[config.mk]
export PLATFORM = sky130hd
export DESIGN_NAME = reg_shift_sequencer
export DESIGN_NICKNAME = d
export VERILOG_FILES = /design/src/rtl/reg_shift_sequencer_pkg.sv /design/src/rtl/reg_shift_sequencer_shift_step.sv /design/src/rtl/reg_shift_sequencer.sv
export SDC_FILE = /design/constraint.sdc
export NUM_CORES = 1
export LEC_CHECK = 0
export ABC_CLOCK_PERIOD_IN_PS = 4700
export CORE_MARGIN = 3
export CORE_UTILIZATION = 35
export CTS_CLUSTER_DIAMETER = 100
export DETAILED_ROUTE_END_ITERATION = 7
export PLACE_DENSITY = 0.58
export SYNTH_ARGS = -nofsm -noshare
export SYNTH_HDL_FRONTEND = slang
export SYNTH_HIERARCHICAL = 1
export SYNTH_SLANG_ARGS = --single-unit
[constraint.sdc]
create_clock -name clk -period 4.7 [get_ports clk]
set_input_delay 0.94 -clock clk [delete_from_list [all_inputs] [get_ports clk]]
set_output_delay 0.94 -clock clk [all_outputs]
set_load 0.05 [all_outputs]
[src/rtl/reg_shift_sequencer_pkg.sv]
// Shared definitions for the register-specified shift sequencer.
// Contents: shift-type encodings, FSM state encoding and the helper that
// clamps a Rs[7:0] shift amount to the number of single-bit steps needed.
package reg_shift_sequencer_pkg;

    localparam logic [1:0] SH_LSL = 2'b00;
    localparam logic [1:0] SH_LSR = 2'b01;
    localparam logic [1:0] SH_ASR = 2'b10;
    localparam logic [1:0] SH_ROR = 2'b11;

    typedef enum logic [1:0] {
        ST_IDLE  = 2'b00,
        ST_SHIFT = 2'b01,
        ST_DONE  = 2'b10
    } seq_state_e;

    // Number of bit positions actually worth shifting. LSL/LSR stop at 33
    // (everything shifted out, including the last carry), ASR stops at 32
    // (fully sign-filled), ROR reduces modulo 32. A ROR by a non-zero
    // multiple of 32 yields 0 here; the caller handles its carry specially.
    function automatic logic [5:0] eff_amount(input logic [1:0] sh_type,
                                              input logic [7:0] amount);
        logic [5:0] eff;
        case (sh_type)
            SH_LSL, SH_LSR: eff = (amount > 8'd33) ? 6'd33 : amount[5:0];
            SH_ASR:         eff = (amount > 8'd32) ? 6'd32 : amount[5:0];
            SH_ROR:         eff = {1'b0, amount[4:0]};
            default:        eff = 6'd0;
        endcase
        return eff;
    endfunction

endpackage

[src/rtl/reg_shift_sequencer_shift_step.sv]
// One combinational shifter slice, reused on every SHIFT cycle.
// Ports:
//   value_i  - working value before this step
//   amt_i    - bits to shift this step, 1..STEP (0 passes the value through)
//   type_i   - LSL / LSR / ASR / ROR
//   value_o  - value after this step
//   carry_o  - last bit shifted out in this step
module shift_step
    import reg_shift_sequencer_pkg::*;
(
    input  logic [31:0] value_i,
    input  logic [5:0]  amt_i,
    input  logic [1:0]  type_i,
    output logic [31:0] value_o,
    output logic        carry_o
);

    logic [5:0] lsl_idx_s;
    logic [5:0] rsh_idx_s;
    logic [5:0] wrap_amt_s;

    assign lsl_idx_s  = 6'd32 - amt_i;
    assign rsh_idx_s  = amt_i - 6'd1;
    assign wrap_amt_s = 6'd32 - amt_i;

    // Per-type shift and carry-out selection
    always_comb begin
        value_o = value_i;
        carry_o = 1'b0;
        if (amt_i == 6'd0) begin
            value_o = value_i;
            carry_o = 1'b0;
        end else begin
            case (type_i)
                SH_LSL: begin
                    value_o = value_i << amt_i;
                    carry_o = value_i[lsl_idx_s[4:0]];
                end
                SH_LSR: begin
                    value_o = value_i >> amt_i;
                    carry_o = value_i[rsh_idx_s[4:0]];
                end
                SH_ASR: begin
                    value_o = 32'($signed(value_i) >>> amt_i);
                    carry_o = value_i[rsh_idx_s[4:0]];
                end
                SH_ROR: begin
                    // amt_i == 32 makes the left term a shift by 0, i.e. a full wrap
                    value_o = (value_i >> amt_i) | (value_i << wrap_amt_s);
                    carry_o = value_i[rsh_idx_s[4:0]];
                end
                default: begin
                    value_o = value_i;
                    carry_o = 1'b0;
                end
            endcase
        end
    end

endmodule

[src/rtl/reg_shift_sequencer.sv]
// Multi-cycle sequencer for register-specified ARM shifts (amount = Rs[7:0]).
// Accepts one request in IDLE, shifts by up to STEP bits per cycle in SHIFT,
// and presents the result plus shifter carry-out in DONE until taken.
// Ports:
//   clk, rst            - clock, synchronous active-high reset
//   flush               - abandon any in-flight request
//   in_valid/in_ready   - request handshake (in_value, in_amount, in_type, in_carry)
//   out_valid/out_ready - result handshake (out_value, out_carry)
//   stall               - hold the pipeline while busy or while a request waits
module reg_shift_sequencer
    import reg_shift_sequencer_pkg::*;
#(
    parameter int STEP = 8
) (
    input  logic        clk,
    input  logic        rst,
    input  logic        flush,
    input  logic        in_valid,
    output logic        in_ready,
    input  logic [31:0] in_value,
    input  logic [7:0]  in_amount,
    input  logic [1:0]  in_type,
    input  logic        in_carry,
    output logic        out_valid,
    input  logic        out_ready,
    output logic [31:0] out_value,
    output logic        out_carry,
    output logic        stall
);

    localparam logic [5:0] STEP_AMT = 6'(STEP);

    seq_state_e  state_q, state_d;
    logic [5:0]  rem_q, rem_d;
    logic [31:0] val_q, val_d;
    logic        carry_q, carry_d;
    logic [1:0]  type_q, type_d;

    logic [5:0]  eff_s;
    logic [5:0]  step_amt_s;
    logic [5:0]  rem_after_s;
    logic [31:0] step_value_s;
    logic        step_carry_s;

    assign eff_s       = eff_amount(in_type, in_amount);
    assign step_amt_s  = (rem_q < STEP_AMT) ? rem_q : STEP_AMT;
    assign rem_after_s = rem_q - step_amt_s;

    shift_step u_step (
        .value_i (val_q),
        .amt_i   (step_amt_s),
        .type_i  (type_q),
        .value_o (step_value_s),
        .carry_o (step_carry_s)
    );

    // Next-state and datapath update
    always_comb begin
        state_d = state_q;
        rem_d   = rem_q;
        val_d   = val_q;
        carry_d = carry_q;
        type_d  = type_q;
        if (flush) begin
            // Drops any request, including one presented this very cycle
            state_d = ST_IDLE;
            rem_d   = 6'd0;
        end else begin
            case (state_q)
                ST_IDLE: begin
                    if (in_valid) begin
                        val_d  = in_value;
                        type_d = in_type;
                        rem_d  = eff_s;
                        // Full ROR (non-zero multiple of 32): value kept, carry = bit31
                        if ((in_type == SH_ROR) && (in_amount != 8'd0) && (eff_s == 6'd0)) begin
                            carry_d = in_value[31];
                        end else begin
                            carry_d = in_carry;
                        end
                        state_d = (eff_s != 6'd0) ? ST_SHIFT : ST_DONE;
                    end else begin
                        state_d = ST_IDLE;
                    end
                end
                ST_SHIFT: begin
                    val_d   = step_value_s;
                    carry_d = step_carry_s;
                    rem_d   = rem_after_s;
                    state_d = (rem_after_s == 6'd0) ? ST_DONE : ST_SHIFT;
                end
                ST_DONE: begin
                    // No accept here even if in_valid is high: one idle bubble
                    state_d = out_ready ? ST_IDLE : ST_DONE;
                end
                default: begin
                    state_d = ST_IDLE;
                    rem_d   = 6'd0;
                end
            endcase
        end
    end

    // State and datapath registers
    always_ff @(posedge clk) begin
        if (rst) begin
            state_q <= ST_IDLE;
            rem_q   <= 6'd0;
            val_q   <= 32'd0;
            carry_q <= 1'b0;
            type_q  <= SH_LSL;
        end else begin
            state_q <= state_d;
            rem_q   <= rem_d;
            val_q   <= val_d;
            carry_q <= carry_d;
            type_q  <= type_d;
        end
    end

    assign in_ready  = (state_q == ST_IDLE);
    assign out_valid = (state_q == ST_DONE);
    assign out_value = val_q;
    assign out_carry = carry_q;
    assign stall     = (state_q != ST_IDLE) || in_valid;

endmodule

==> run metrics <==
Slew Limit Fails 7; signed area change from the synthesized netlist to the final layout 14.1%; layout cells sized above 1 21.3%; final count of hold timing violations 0; fraction of post-synthesis cell area in the top cell type by area 22.7%; Root Driver clkbuf_16; leakage power 3.58 nW; Setup Total Neg Slack 0 ns; post-route fraction of the period consumed by the critical path around 95%; RSZ-0062 raised after global routing false; type of element capturing the critical path flop; post-synth top area cell mux4_2; slew at the pin closest to its max-slew limit 1.91 ns; cell total after placement 1497; clock transition at the register clock pins on the worst setup and hold paths after CTS 0.07 ns; result of the run finished, violations left; flop and latch count out of synthesis between 40 and 50; number of distinct library cell variants in the gate-level netlist after synthesis 91; Sinks on Clock Net 43; number of nets with antenna violations after routing 0; setup-violating endpoint count in the final report 0; minimum setup slack after placement 0.448 ns; count of vias placed by the detailed router 10.9k; most frequently used flop master after synthesis dfxtp_1; sum of routed wire length over all layers just under 50000 um; number of max-capacitance violations reported 0; required arrival time at the worst endpoint between 4 and 5 ns; Synth area leaders mux4_2, dfxtp_1, mux2i_1, nor2_1, nand2_1; via-per-instance ratio around 7.3; clk_lat worst skew 0.29 ns; Initial DRC Count around 1.6k; number of input and output port buffers inserted 83; number of placement rows 59; global-route wire length before repair 72200 um; worst min-delay path category reg2reg; Syn Area/Cell between 8 and 9 um^2; Final Util 40.8%; HPWL Detailed about 37000 um; Diodes inserted 0; Reg-to-Reg End out_value[14]$_SDFFE_PP0P_; highest achievable clock rate 224 MHz; number of nets in the layout 1219; Min-Delay Endpoint out_carry$_SDFFE_PP0P_; Post-synth top cells nor2_1, nand2_1, mux4_2, clkbuf_1, mux2i_1; Warnings, synthesis 6; startpoint of the most critical register-to-register path rem_q[4]$_SDFFE_PP0P_; Fin Clk Skew around 0.0082 ns; DRC violation count after routing 0; Die H ~170 um; origin of the worst min-delay path out_carry$_SDFFE_PP0P_; pin count of the biggest net entering global routing a little under 90; arrival time of the worst setup path around 4.7 ns; Total GRT Usage ~34%; highest ir drop seen on vdd 0.188 mV; filler-free cell count of the finished design 1505; GR Overflow Total 0; total I/O pin count 84; clock tree from TritonCTS done; minimum clock period 4.46 ns; number of instances in the synthesized netlist 1156; worst slew margin relative to its limit -29.3%; average detailed-routed wire length per instance ~33 um; Die X 169 um; filler cell count ~2.7k; cells on worst reg2reg path 12; count of flip-flops with a built-in enable after synthesis 0; number of cells traversed by the worst hold path 2; Total Die Area 28700 um^2; overall power after layout between 2 and 2.5 mW; CTS Hold Bufs 0; FF-to-FF setup slack 0.24 ns; area of the core 26100 um^2; number of iterations in the first detailed-routing pass 6; H-tree level count 2; Critical Path Source Type flop; share of flip-flops with an asynchronous set or reset after synthesis 0%; critical-path maximum fanout 35; number of antenna violations at the first check in global routing 2; vias in the first global route 10.2k; setup ws final 0.240 ns; number of CTS-inserted buffers 5; Power per Cell Area 225 nW/um^2; starting density of the core 35.7%; classification of the worst setup path reg2reg; most common cell in the synthesized netlist nor2_1; buffer depth of the longest clock path 2; share of synthesized area occupied by flip-flops and latches slightly above 9%; netlist area before placement just over 9000 um^2; routability congestion estimate between 1 and 1.5; postcts setup bufs 0; failing checks slew limit; # resized after CTS 0
## cells by family after synthesis
family / Yosys count / synth area share [%]
and+or+nand+nor: 417 / 20.3
AOI/OAI and AO/OA: 319 / 24.8
muxes: 203 / 36.3
buffers and inverters: 164 / 8.32
DFF: 43 / 9.22
xor gates and xnor gates: 6 / 0.764
adders and majority gates: 2 / 0.268
other: 2 / 0.0804
## placed cells by master (no fill, tap or decap), types with 8 or more instances in the layout
cell type,count
a211oi_1,15
inv_1,15
nand2_1,133
buf_4,61
mux2i_1,64
o21ai_0,47
dfxtp_1,43
a31oi_1,22
o211ai_1,15
nor2b_1,11
a311oi_1,35
nand3_1,27
o21ai_1,9
nor2_1,152
o22ai_1,21
nor3_1,23
mux4_2,94
nand2b_1,9
clkdlybuf4s50_1,83
o22a_1,8
or2_2,8
a21oi_1,45
mux2_2,34
or3_1,11
## cell type report
| cell class | instances | area, um^2 | area share (%) |
|---|---|---|---|
| Clock buffer | 6 | 139 | 1.30 |
| Sequential cell | 43 | 861 | 8.08 |
| Clock inverter | 2 | 38.8 | 0.364 |
| Inverter | 19 | 71.3 | 0.669 |
| Timing Repair Buffer | 148 | 1370 | 12.8 |
| Multi-Input combinational cell | 952 | 7760 | 72.8 |
| Tap cell | 335 | 419 | 3.93 |
## where the power goes
part	total (mW)	switching [mW]	internal [mW]
Combinational	1.47	0.924	0.547
Clock	0.435	0.167	0.268
Sequential	0.491	0.0998	0.392
Total	2.40	1.19	1.21
## layer usage
layer | global-route usage, % | share of wire (%)
met1 | 45.9 | 39
met2 | 49.6 | 42
met3 | 8.83 | 13
met4 | 15.5 | 6.1
met5 | 0 | 0.022
## metrics by stage
step	area, um^2	hold slack (ns)
after floorplan	9350	0.484
after global placement	10500	0.506
after detailed placement	10500	0.507
after CTS	10700	0.519
after global routing	10700	0.559
final	10700	0.518
## state kept, by name, indices dropped and copies added (netlist names)
register and cells:
out_carry 1, state_q 2, type_q 2, out_value 32, rem_q 6
## critical path: stages (launching register included)
cell,delay (ns)
dfxtp_1,0.38
nor3_1,0.59
and2_4,0.31
buf_4,0.48
nor3_4,0.18
xnor2_2,0.84
buf_4,0.32
nand2_1,0.07
o21ai_1,0.23
a221oi_1,0.20
a31oi_1,0.39
nand2_1,0.09
a311oi_1,0.26
## how the worst max path moves through the flow
stage | from | end | cells after the start | slack, ns
2_1_floorplan | rem_q[3]$_SDFFE_PP0P_ | out_carry$_SDFFE_PP0P_ | 19 | 0.74
6_report | rem_q[4]$_SDFFE_PP0P_ | out_value[14]$_SDFFE_PP0P_ | 12 | 0.24
3_3_place_gp | rem_q[4]$_SDFFE_PP0P_ | out_value[14]$_SDFFE_PP0P_ | 12 | 0.47
3_5_place_dp | rem_q[4]$_SDFFE_PP0P_ | out_value[14]$_SDFFE_PP0P_ | 12 | 0.45
4_1_cts | rem_q[4]$_SDFFE_PP0P_ | out_value[14]$_SDFFE_PP0P_ | 12 | 0.42
5_1_grt | rem_q[3]$_SDFFE_PP0P_ | out_value[14]$_SDFFE_PP0P_ | 12 | 0.03
No activity file was read; power rests on OpenSTA's default activity.
